$ cat config.mk
export PLATFORM = sky130hd
export DESIGN_NAME = kf8253_access_sequencer
export DESIGN_NICKNAME = d
export VERILOG_FILES = /design/src/rtl/kf8253_pkg.sv /design/src/rtl/kf8253_rr_arbiter.sv /design/src/rtl/kf8253_access_sequencer.sv
export SDC_FILE = /design/constraint.sdc
export NUM_CORES = 1
export LEC_CHECK = 0
export BUFFER_PORTS_ARGS = -buffer_cell sky130_fd_sc_hd__buf_4
export CAP_MARGIN = 10
export CORE_MARGIN = 3
export CORE_UTILIZATION = 35
export CTS_CLUSTER_SIZE = 16
export DETAILED_ROUTE_END_ITERATION = 10
export HOLD_SLACK_MARGIN = 0.15
export PLACE_DENSITY = 0.59
export SLEW_MARGIN = 15
export SYNTH_ARGS = -nofsm -noshare
export SYNTH_HDL_FRONTEND = slang
export SYNTH_SLANG_ARGS = --single-unit
$ cat constraint.sdc
create_clock -name clock -period 3.3 [get_ports clock]
set_input_delay 0.66 -clock clock [delete_from_list [all_inputs] [get_ports clock]]
set_output_delay 0.66 -clock clock [all_outputs]
set_load 0.02 [all_outputs]
$ cat src/rtl/kf8253_pkg.sv
// Shared types and constants for the KF8253 access sequencer.
// The control-word helper packs {channel, read/write mode, counter mode, BCD} as the 8253 expects.
package kf8253_pkg;

  typedef enum logic [2:0] {
    ST_IDLE,
    ST_ACC0,
    ST_ACC1,
    ST_ACC2,
    ST_DONE
  } state_e;

  typedef enum logic {
    PH_ACTIVE,
    PH_RECOVER
  } phase_e;

  localparam logic [1:0] PIT_CTRL_ADDR = 2'd3;
  localparam logic [1:0] RW_LSB_MSB    = 2'b11;
  localparam logic [1:0] RW_LATCH      = 2'b00;

  function automatic logic [7:0] ctrl_word(input logic [1:0] ch, input logic [1:0] rw,
                                           input logic [2:0] mode, input logic bcd);
    return {ch, rw, mode, bcd};
  endfunction

endpackage

$ cat src/rtl/kf8253_rr_arbiter.sv
// Combinational round-robin arbiter: grants the first requester after ptr, wrapping modulo NUM_REQ.
module kf8253_rr_arbiter #(
  parameter int NUM_REQ = 3
) (
  input  logic [NUM_REQ-1:0]         req,
  input  logic [$clog2(NUM_REQ)-1:0] ptr,
  output logic [NUM_REQ-1:0]         grant,
  output logic [$clog2(NUM_REQ)-1:0] idx,
  output logic                       any
);

  localparam int IDX_W = $clog2(NUM_REQ);

  logic [IDX_W-1:0] cand;

  always_comb begin
    grant = '0;
    idx   = '0;
    any   = 1'b0;
    cand  = '0;
    for (int i = 1; i <= NUM_REQ; i++) begin
      cand = IDX_W'((int'(ptr) + i) % NUM_REQ);
      if (!any && req[cand]) begin
        any         = 1'b1;
        idx         = cand;
        grant[cand] = 1'b1;
      end
    end
  end

endmodule

$ cat src/rtl/kf8253_access_sequencer.sv
// Serialises whole program/readback operations from NUM_REQ requesters onto the KF8253 bus port.
// Bus outputs lag the state register by one clock, so every strobe and address is a clean flop output.
module kf8253_access_sequencer
  import kf8253_pkg::*;
#(
  parameter int NUM_REQ         = 3,
  parameter int STROBE_CYCLES   = 2,
  parameter int RECOVERY_CYCLES = 1
) (
  input  logic                    clock,
  input  logic                    reset_n,
  input  logic [NUM_REQ-1:0]      req_valid,
  output logic [NUM_REQ-1:0]      req_ready,
  input  logic [NUM_REQ-1:0]      req_read,
  input  logic [2*NUM_REQ-1:0]    req_channel,
  input  logic [3*NUM_REQ-1:0]    req_mode,
  input  logic [NUM_REQ-1:0]      req_bcd,
  input  logic [16*NUM_REQ-1:0]   req_count,
  output logic [NUM_REQ-1:0]      rsp_valid,
  output logic                    rsp_error,
  output logic [15:0]             rsp_count,
  output logic                    busy,
  output logic                    pit_chip_select_n,
  output logic                    pit_read_enable_n,
  output logic                    pit_write_enable_n,
  output logic [1:0]              pit_address,
  output logic [7:0]              pit_data_out,
  input  logic [7:0]              pit_data_in
);

  localparam int         IDX_W  = $clog2(NUM_REQ);
  localparam logic [7:0] S_LAST = 8'(STROBE_CYCLES - 1);
  localparam logic [7:0] R_LAST = 8'(RECOVERY_CYCLES - 1);

  state_e             state_q, state_d;
  phase_e             phase_q, phase_d;
  logic [7:0]         cnt_q, cnt_d;
  logic [IDX_W-1:0]   ptr_q, ptr_d, idx_q, idx_d;
  logic               rd_q, rd_d, err_q, err_d, bcd_q, bcd_d;
  logic [1:0]         ch_q, ch_d;
  logic [2:0]         mode_q, mode_d;
  logic [15:0]        count_q, count_d, rdata_q, rdata_d;
  logic [NUM_REQ-1:0] req_ready_q, req_ready_d, rsp_valid_q, rsp_valid_d;
  logic               rsp_error_q, rsp_error_d, busy_q, busy_d;
  logic [15:0]        rsp_count_q, rsp_count_d;
  logic               cs_n_q, cs_n_d, re_n_q, re_n_d, we_n_q, we_n_d;
  logic [1:0]         addr_q, addr_d;
  logic [7:0]         dout_q, dout_d;

  logic [NUM_REQ-1:0] arb_grant;
  logic [IDX_W-1:0]   arb_idx;
  logic               arb_any;
  logic [1:0]         gnt_ch;
  logic               in_acc, strobing;

  kf8253_rr_arbiter #(.NUM_REQ(NUM_REQ)) u_arb (
    .req   (req_valid),
    .ptr   (ptr_q),
    .grant (arb_grant),
    .idx   (arb_idx),
    .any   (arb_any)
  );

  assign gnt_ch   = req_channel[2*arb_idx +: 2];
  assign in_acc   = (state_q == ST_ACC0) || (state_q == ST_ACC1) || (state_q == ST_ACC2);
  assign strobing = in_acc && (phase_q == PH_ACTIVE);

  always_comb begin
    state_d     = state_q;
    phase_d     = phase_q;
    cnt_d       = cnt_q;
    ptr_d       = ptr_q;
    idx_d       = idx_q;
    rd_d        = rd_q;
    err_d       = err_q;
    ch_d        = ch_q;
    mode_d      = mode_q;
    bcd_d       = bcd_q;
    count_d     = count_q;
    rdata_d     = rdata_q;
    req_ready_d = '0;
    rsp_valid_d = '0;
    rsp_error_d = 1'b0;
    rsp_count_d = rsp_count_q;
    addr_d      = addr_q;
    dout_d      = dout_q;

    case (state_q)
      ST_IDLE: begin
        if (arb_any) begin
          req_ready_d = arb_grant;
          ptr_d       = arb_idx;
          idx_d       = arb_idx;
          rd_d        = req_read[arb_idx];
          ch_d        = gnt_ch;
          mode_d      = req_mode[3*arb_idx +: 3];
          bcd_d       = req_bcd[arb_idx];
          count_d     = req_count[16*arb_idx +: 16];
          err_d       = (gnt_ch == 2'd3);
          rdata_d     = '0;
          state_d     = (gnt_ch == 2'd3) ? ST_DONE : ST_ACC0;
          phase_d     = PH_ACTIVE;
          cnt_d       = '0;
        end
      end
      ST_ACC0, ST_ACC1, ST_ACC2: begin
        if (phase_q == PH_ACTIVE) begin
          if (cnt_q == S_LAST) begin
            phase_d = PH_RECOVER;
            cnt_d   = '0;
          end else begin
            cnt_d = cnt_q + 8'd1;
          end
        end else begin
          // First RECOVER state cycle is the last bus-ACTIVE cycle, so read data is valid now
          if (cnt_q == '0 && rd_q && state_q == ST_ACC1) rdata_d[7:0]  = pit_data_in;
          if (cnt_q == '0 && rd_q && state_q == ST_ACC2) rdata_d[15:8] = pit_data_in;
          if (cnt_q == R_LAST) begin
            phase_d = PH_ACTIVE;
            cnt_d   = '0;
            case (state_q)
              ST_ACC0: state_d = ST_ACC1;
              ST_ACC1: state_d = ST_ACC2;
              default: state_d = ST_DONE;
            endcase
          end else begin
            cnt_d = cnt_q + 8'd1;
          end
        end
      end
      ST_DONE: begin
        rsp_valid_d[idx_q] = 1'b1;
        rsp_error_d        = err_q;
        rsp_count_d        = (rd_q && !err_q) ? rdata_q : 16'h0000;
        state_d            = ST_IDLE;
      end
      default: state_d = ST_IDLE;
    endcase

    cs_n_d = !strobing;
    we_n_d = !(strobing && (state_q == ST_ACC0 || !rd_q));
    re_n_d = !(strobing && state_q != ST_ACC0 && rd_q);
    if (in_acc) begin
      case (state_q)
        ST_ACC0: begin
          addr_d = PIT_CTRL_ADDR;
          dout_d = rd_q ? ctrl_word(ch_q, RW_LATCH, 3'd0, 1'b0)
                        : ctrl_word(ch_q, RW_LSB_MSB, mode_q, bcd_q);
        end
        ST_ACC1: begin
          addr_d = ch_q;
          dout_d = rd_q ? 8'h00 : count_q[7:0];
        end
        default: begin
          addr_d = ch_q;
          dout_d = rd_q ? 8'h00 : count_q[15:8];
        end
      endcase
    end

    busy_d = (state_d != ST_IDLE) || (state_q == ST_DONE);
  end

  always_ff @(posedge clock or negedge reset_n) begin
    if (!reset_n) begin
      state_q     <= ST_IDLE;
      phase_q     <= PH_ACTIVE;
      cnt_q       <= '0;
      ptr_q       <= IDX_W'(NUM_REQ - 1);
      idx_q       <= '0;
      req_ready_q <= '0;
      rsp_valid_q <= '0;
      rsp_error_q <= 1'b0;
      rsp_count_q <= '0;
      busy_q      <= 1'b0;
      cs_n_q      <= 1'b1;
      re_n_q      <= 1'b1;
      we_n_q      <= 1'b1;
      addr_q      <= '0;
      dout_q      <= '0;
    end else begin
      state_q     <= state_d;
      phase_q     <= phase_d;
      cnt_q       <= cnt_d;
      ptr_q       <= ptr_d;
      idx_q       <= idx_d;
      req_ready_q <= req_ready_d;
      rsp_valid_q <= rsp_valid_d;
      rsp_error_q <= rsp_error_d;
      rsp_count_q <= rsp_count_d;
      busy_q      <= busy_d;
      cs_n_q      <= cs_n_d;
      re_n_q      <= re_n_d;
      we_n_q      <= we_n_d;
      addr_q      <= addr_d;
      dout_q      <= dout_d;
    end
  end

  // Captured operation payload; only meaningful after a grant, so it needs no reset
  always_ff @(posedge clock) begin
    rd_q    <= rd_d;
    err_q   <= err_d;
    ch_q    <= ch_d;
    mode_q  <= mode_d;
    bcd_q   <= bcd_d;
    count_q <= count_d;
    rdata_q <= rdata_d;
  end

  assign req_ready          = req_ready_q;
  assign rsp_valid          = rsp_valid_q;
  assign rsp_error          = rsp_error_q;
  assign rsp_count          = rsp_count_q;
  assign busy               = busy_q;
  assign pit_chip_select_n  = cs_n_q;
  assign pit_read_enable_n  = re_n_q;
  assign pit_write_enable_n = we_n_q;
  assign pit_address        = addr_q;
  assign pit_data_out       = dout_q;

endmodule

; ---- Word level (Yosys, flattened, before mapping)
; Cells that the tools add are included.
; W data, S select, Z words.
[op_classes]
n_addsub = 4
mul = 1
div_mod_pow = 3
order_cmp = 9
eq_ne = 11
shift = 3
n_mux = 58
bitwise = 3
n_reduce_logical = 34
[ops]
columns = operator, n
row1 = $mod A32 B3 Y32 const B, 3
row2 = $mux W8, 8
row3 = $mux W16, 3
row4 = $shiftx A48 B7 Y16, 1
row5 = $pmux W16 S2, 1
row6 = $pmux W8 S2, 2
row7 = $mux W3, 10
row8 = $mux W1, 17
row9 = $lt A2 B3 Y1 const B, 5
row10 = $logic_and A1 B1 Y1, 14
row11 = $pmux W3 S2, 2
row12 = $bmux W1 S2, 5
row13 = $shiftx A9 B5 Y3, 1
row14 = $add A8 B1 Y8 const B, 1
row15 = $demux W1 S2, 4
row16 = $eq A8 B1 Y1 const B, 1
row17 = $ge A2 B1 Y1 const B, 4
row18 = $logic_not A8 Y1, 1
row19 = $mux W2, 4
row20 = $ne A2 B2 Y1 const B, 4
row21 = $reduce_and A4 Y1, 2
row22 = $logic_not A1 Y1, 7
row23 = $add A2 B2 Y3 const B, 2
row24 = $eq A3 B2 Y1 const B, 2
row25 = other kinds (17), 22
[totals]
reg_bits = 93
in_bits = 82
out_inout_bits = 37
wordCells = 149

; ---- Longest topological paths before layout
[depth]
depth_word = 18
depth_mapped = 11
ltp_nobuf = 9

; ---- Modules after synthesis
; Synthesis repeated with hierarchy kept, for this count alone.
[hier_totals]
hier_cells = 410
area_unflattened_um2 = 4408.0
[modules_own_cells]
columns = module, instances, cells_each, area_each_um2, seq_area_each_um2
row1 = kf8253_access_sequencer, 1, 369, 4110.2, 2507.4
row2 = kf8253_rr_arbiter, 1, 41, 297.8, 0.0

; ---- Worst setup path after synthesis
; Ideal clock, no wire load.
[synth_timing]
path_type = reg-to-reg
from = reg ptr_q[1]
to = reg bcd_q (enable)
setup_ns = 0.381
t_arrival_ns = 2.341
required_ns = 2.919
setup_slack_ns = 0.578
path_stages_with_launch = 11
path_buffers = 2
period_less_slack_ns = 2.722
cell_sequence = dfstp_2 inv_1 ha_1 buf_4 inv_1 a21boi_4 nor3b_4 nor3_2 nand2b_1 buf_4 inv_1
[synth_via]
elab_chain_cells = 12
word_cells_on_any_way = 20
classes_between = add/sub (3) / div (3) / mux (9) / reduce/logical (5)
[synth_lines]
columns = item, line
row1 = start: declaration, kf8253_access_sequencer.sv:38  ; logic [IDX_W-1:0] ptr_q, ptr_d, idx_q, idx_d;
row2 = start signal: assignment, kf8253_access_sequencer.sv:169  ; ptr_q <= IDX_W'(NUM_REQ - 1);
row3 = start signal: assignment, kf8253_access_sequencer.sv:185  ; ptr_q <= ptr_d;
row4 = $add A2 B1 Y3, kf8253_rr_arbiter.sv:22  ; cand = IDX_W'((int'(ptr) + i) % NUM_REQ);
row5 = $mod A32 B3 Y32, kf8253_rr_arbiter.sv:22
row6 = $bmux W1 S2, kf8253_rr_arbiter.sv:23  ; if (!any && req[cand]) begin
row7 = $mux W1 (not written as such), kf8253_rr_arbiter.sv:23
row8 = $mux W1, kf8253_rr_arbiter.sv:23
row9 = $logic_not A1 Y1, kf8253_rr_arbiter.sv:23
row10 = $logic_and A1 B1 Y1, kf8253_rr_arbiter.sv:23
row11 = $mux W1, kf8253_rr_arbiter.sv:23
row12 = $logic_not A1 Y1, kf8253_rr_arbiter.sv:23
row13 = $logic_and A1 B1 Y1, kf8253_rr_arbiter.sv:23
row14 = $mux W1 *, kf8253_rr_arbiter.sv:23
row15 = $reduce_and A2 Y1 (no source line) *, --
row16 = end signal: assignment, kf8253_access_sequencer.sv:206  ; bcd_q <= bcd_d;
row17 = end: declaration, kf8253_access_sequencer.sv:39  ; logic rd_q, rd_d, err_q, err_d, bcd_q, bcd_d;
; Every way passes the cells marked *; elsewhere a longest branch is shown, timed or not. The select of a mux whose other input is x is not followed.
; A chain may end at the register's enable or synchronous reset.

; ---- Worst setup path in the final report
[layout_timing]
from = reg ptr_q[1]
to = reg rdata_q[10] (enable)
[layout_via]
elab_chain_cells = 13
word_cells_on_any_way = 21
classes_between = add/sub (3) / div (3) / eq/ne (1) / mux (9) / reduce/logical (5)
[layout_lines]
columns = item, line
row1 = $add A2 B1 Y3, kf8253_rr_arbiter.sv:22
row2 = $mod A32 B3 Y32, kf8253_rr_arbiter.sv:22
row3 = $bmux W1 S2, kf8253_rr_arbiter.sv:23
row4 = $mux W1 (not written as such), kf8253_rr_arbiter.sv:23
row5 = $mux W1, kf8253_rr_arbiter.sv:23
row6 = $logic_not A1 Y1, kf8253_rr_arbiter.sv:23
row7 = $logic_and A1 B1 Y1, kf8253_rr_arbiter.sv:23
row8 = $mux W1, kf8253_rr_arbiter.sv:23
row9 = $logic_not A1 Y1, kf8253_rr_arbiter.sv:23
row10 = $logic_and A1 B1 Y1, kf8253_rr_arbiter.sv:23
row11 = $mux W1 *, kf8253_rr_arbiter.sv:23
row12 = $ne A2 B2 Y1 (no source line) *, --
row13 = $reduce_and A4 Y1 (no source line) *, --
row14 = end signal: assignment, kf8253_access_sequencer.sv:208  ; rdata_q <= rdata_d;
row15 = end: declaration, kf8253_access_sequencer.sv:42  ; logic [15:0] count_q, count_d, rdata_q, rdata_d;
; Marks and branches as above.

==> flow_metrics.env <==
export IMPL_rsz0062_at_grt="false"
export IMPL_design_final_nets=628
export IMPL_crit_fanout=11
export IMPL_die_w_um=120
export IMPL_diodes=0
export IMPL_async_flop_share=0.565
export IMPL_reg2reg_slack_ns=0.48
export IMPL_clk_latency_ns=0.33
export IMPL_fin_crit_sh=0.854
export IMPL_setup_viol=0
export IMPL_finalClockSkew_ns=0.00915
export IMPL_place_gp_congestion=0.945
export IMPL_fp_dieH_um=120
export IMPL_start_util=0.367
export IMPL_first_pass_iters=4
export IMPL_ant_nets=0
export IMPL_leakagePower_nw=2.66
export IMPL_use_met2=0.245
export IMPL_busiest_layer="met2"
export IMPL_use_met3=0.0382
export IMPL_die_area_um2=14400
export IMPL_start_kind="flip-flop"
export IMPL_layout_commonest_cell="buf_4"
export IMPL_syn_nets=515
export IMPL_antenna_found_initial=0
export IMPL_synth_flop_cell="dfrtp_1"
export IMPL_synth_edf_count=40
export IMPL_post_cts_buffers=0
export IMPL_grt_start_max_net_pins=53
export IMPL_status="finished clean"
export IMPL_ir_drop_mv=0.367
export IMPL_setup_worst_path_end_class="flip-flop"
export IMPL_grt_usage=0.145
export IMPL_cts_resized=0
export IMPL_hold_viol=0
export IMPL_vias=3459
export IMPL_clock_root_buffer="clkbuf_16"
export IMPL_p_per_area_nw_per_um2=1000
export IMPL_drt_initial_drc_count=161
export IMPL_synth_seq_cells=92
export IMPL_relSlewSlack=0.364
export IMPL_placed_area_um2=5600
export IMPL_use_met1=0.189
export IMPL_ys_seq_area_frac=0.553
export IMPL_cts_num_sinks=92
export IMPL_hold_class="input port to asynchronous set/reset pin"
export IMPL_cts_hold_buf=0
export IMPL_tns_ns=0
export IMPL_critPathKind="flip-flop to flip-flop"
export IMPL_worst_slew_pin_slew_ns=0.950
export IMPL_grt_pass1_wl_mm=16.7
export IMPL_wire_per_inst_um=14.5
export IMPL_vias_per_cell=4.86
export IMPL_syn_area_um2=4540
export IMPL_post_route_min_period_ns=2.82
export IMPL_cts_buffers=9
export IMPL_required_ns=3.26
export IMPL_hpwlAfterDp_mm=7.67
export IMPL_drv_slew=0
export IMPL_clkTransAtPathRegs_ns=0.07
export IMPL_drive_gt1_frac=0.309
export IMPL_synthCells=426
export IMPL_avgSynthCellArea_um2=10.6
export IMPL_timing_max_cap_violations=0
export IMPL_areaGrowthSynthToFinish_pct=29.6
export IMPL_boundaryPins=119
export IMPL_grt_pass1_vias=3397
export IMPL_yosys_warnings=0
export IMPL_cts_htree_levels=3
export IMPL_mostFrequentLayoutCells="126 x buf_4, 52 x nand2_1, 48 x dfrtp_1"
export IMPL_drt_total_wl_mm=10.3
export IMPL_worstPathArrival_ns=2.78
export IMPL_drc=0
export IMPL_overflow=0
export IMPL_finalInstanceArea_um2=5880
export IMPL_port_buffers=118
export IMPL_cts_tree="yes"
export IMPL_max_clock_freq_ghz=0.355
export IMPL_cts_max_path_buffers=2
export IMPL_num_rows=40
export IMPL_synth_cell_type_count=59
export IMPL_coreArea_um2=12400
[cell families (layout without fill, tap and decap cells)]
kind of cell    Yosys count  in the layout  share of synthesized area
mux                      31             31                     0.0714
fa+ha+maj                 7              7                     0.0193
xor+xnor                  3              3                    0.00579
compound gates          110            110                      0.162
simple gates            134            134                      0.141
flops                    92             92                      0.553
buf+inv                  49            167                     0.0483
[through the flow]
step	cells	power (mW)	hold slack [ns]	util	setup WS (ns)
3_3_place_gp	696	4.94	0.465	0.453	0.579
6_report	712	5.90	0.369	0.476	0.482
3_5_place_dp	696	4.98	0.473	0.453	0.468
4_1_cts	712	5.96	0.390	0.476	0.464
2_1_floorplan	426	4.10	0.364	-	0.578
5_1_grt	712	6.32	0.416	0.476	0.253
[layer usage]
layer  routed length [um]  vias to the layer above
li1                     -                     1724
met1                 4580                     1617
met4                   59                        0
met3                  711                        4
met2                 4990                      114
met5                    0                        -
[registers in the layout, indices dropped and copies added, names as in the netlist, 2 cells and up]
signal / count
rsp_valid: 3
mode_q: 3
rdata_q: 16
req_ready: 3
count_q: 16
pit_data_out: 8
rsp_count: 16
ch_q: 2
state_q: 3
ptr_q: 2
cnt_q: 8
pit_address: 2
[cells in the mapped netlist, drive strengths merged (4+ instances only)]
cell	instances	area, um^2
mux2i	29	298
buf	10	72.6
nand2	53	201
edfxtp	40	1200
o22ai	5	37.5
ha	7	87.6
nor2	39	146
and3	4	25.0
nor3	5	30.0
a21o	4	30.0
a21oi	33	180
dfrtp	48	1200
a22oi	4	30.0
dfstp	4	105
clkbuf	15	56.3
o41ai	4	35.0
o21ai	41	209
and2	9	56.3
nand2b	8	50.1
inv	24	90.1
[worst paths after layout]
| kind | from | to | depth (start not counted) |
|---|---|---|---|
| max | ptr_q[1] | rdata_q[10] | 8 |
| min | reset_n | rsp_count[12] | 1 |
| max reg2reg | ptr_q[1] | rdata_q[10] | 8 |
| min reg2reg | rsp_count[1] | rsp_count[1] | 2 |
| max in group asynchronous | reset_n | pit_address[0] | 1 |
| min in group clock | rsp_count[1] | rsp_count[1] | 2 |
[power by group]
part,total [mW],switching [mW],internal (mW)
clock,0.964,0.438,0.526
sequential,2.16,0.306,1.85
combinational,2.78,1.62,1.16
total,5.90,2.36,3.54
[critical path: stages, from the launching register on]
cell and delay, ns:
dfstp_2 0.56, inv_1 0.06, ha_1 0.52, nand3b_4 0.16, a21boi_4 0.19, nor3b_4 0.18, nor3_2 0.14, a41oi_1 0.07
nor2_1 0.57
[final cells by class]
cell class | count | area [um^2]
Fill cell | 1165 | 6480
Sequential cell | 92 | 2510
Multi-Input combinational cell | 285 | 1820
Timing Repair Buffer | 127 | 966
Clock buffer | 10 | 229
Tap cell | 168 | 210
Inverter | 24 | 90.1
Clock inverter | 6 | 53.8
Note: power is estimated with default switching activity, not from simulation.
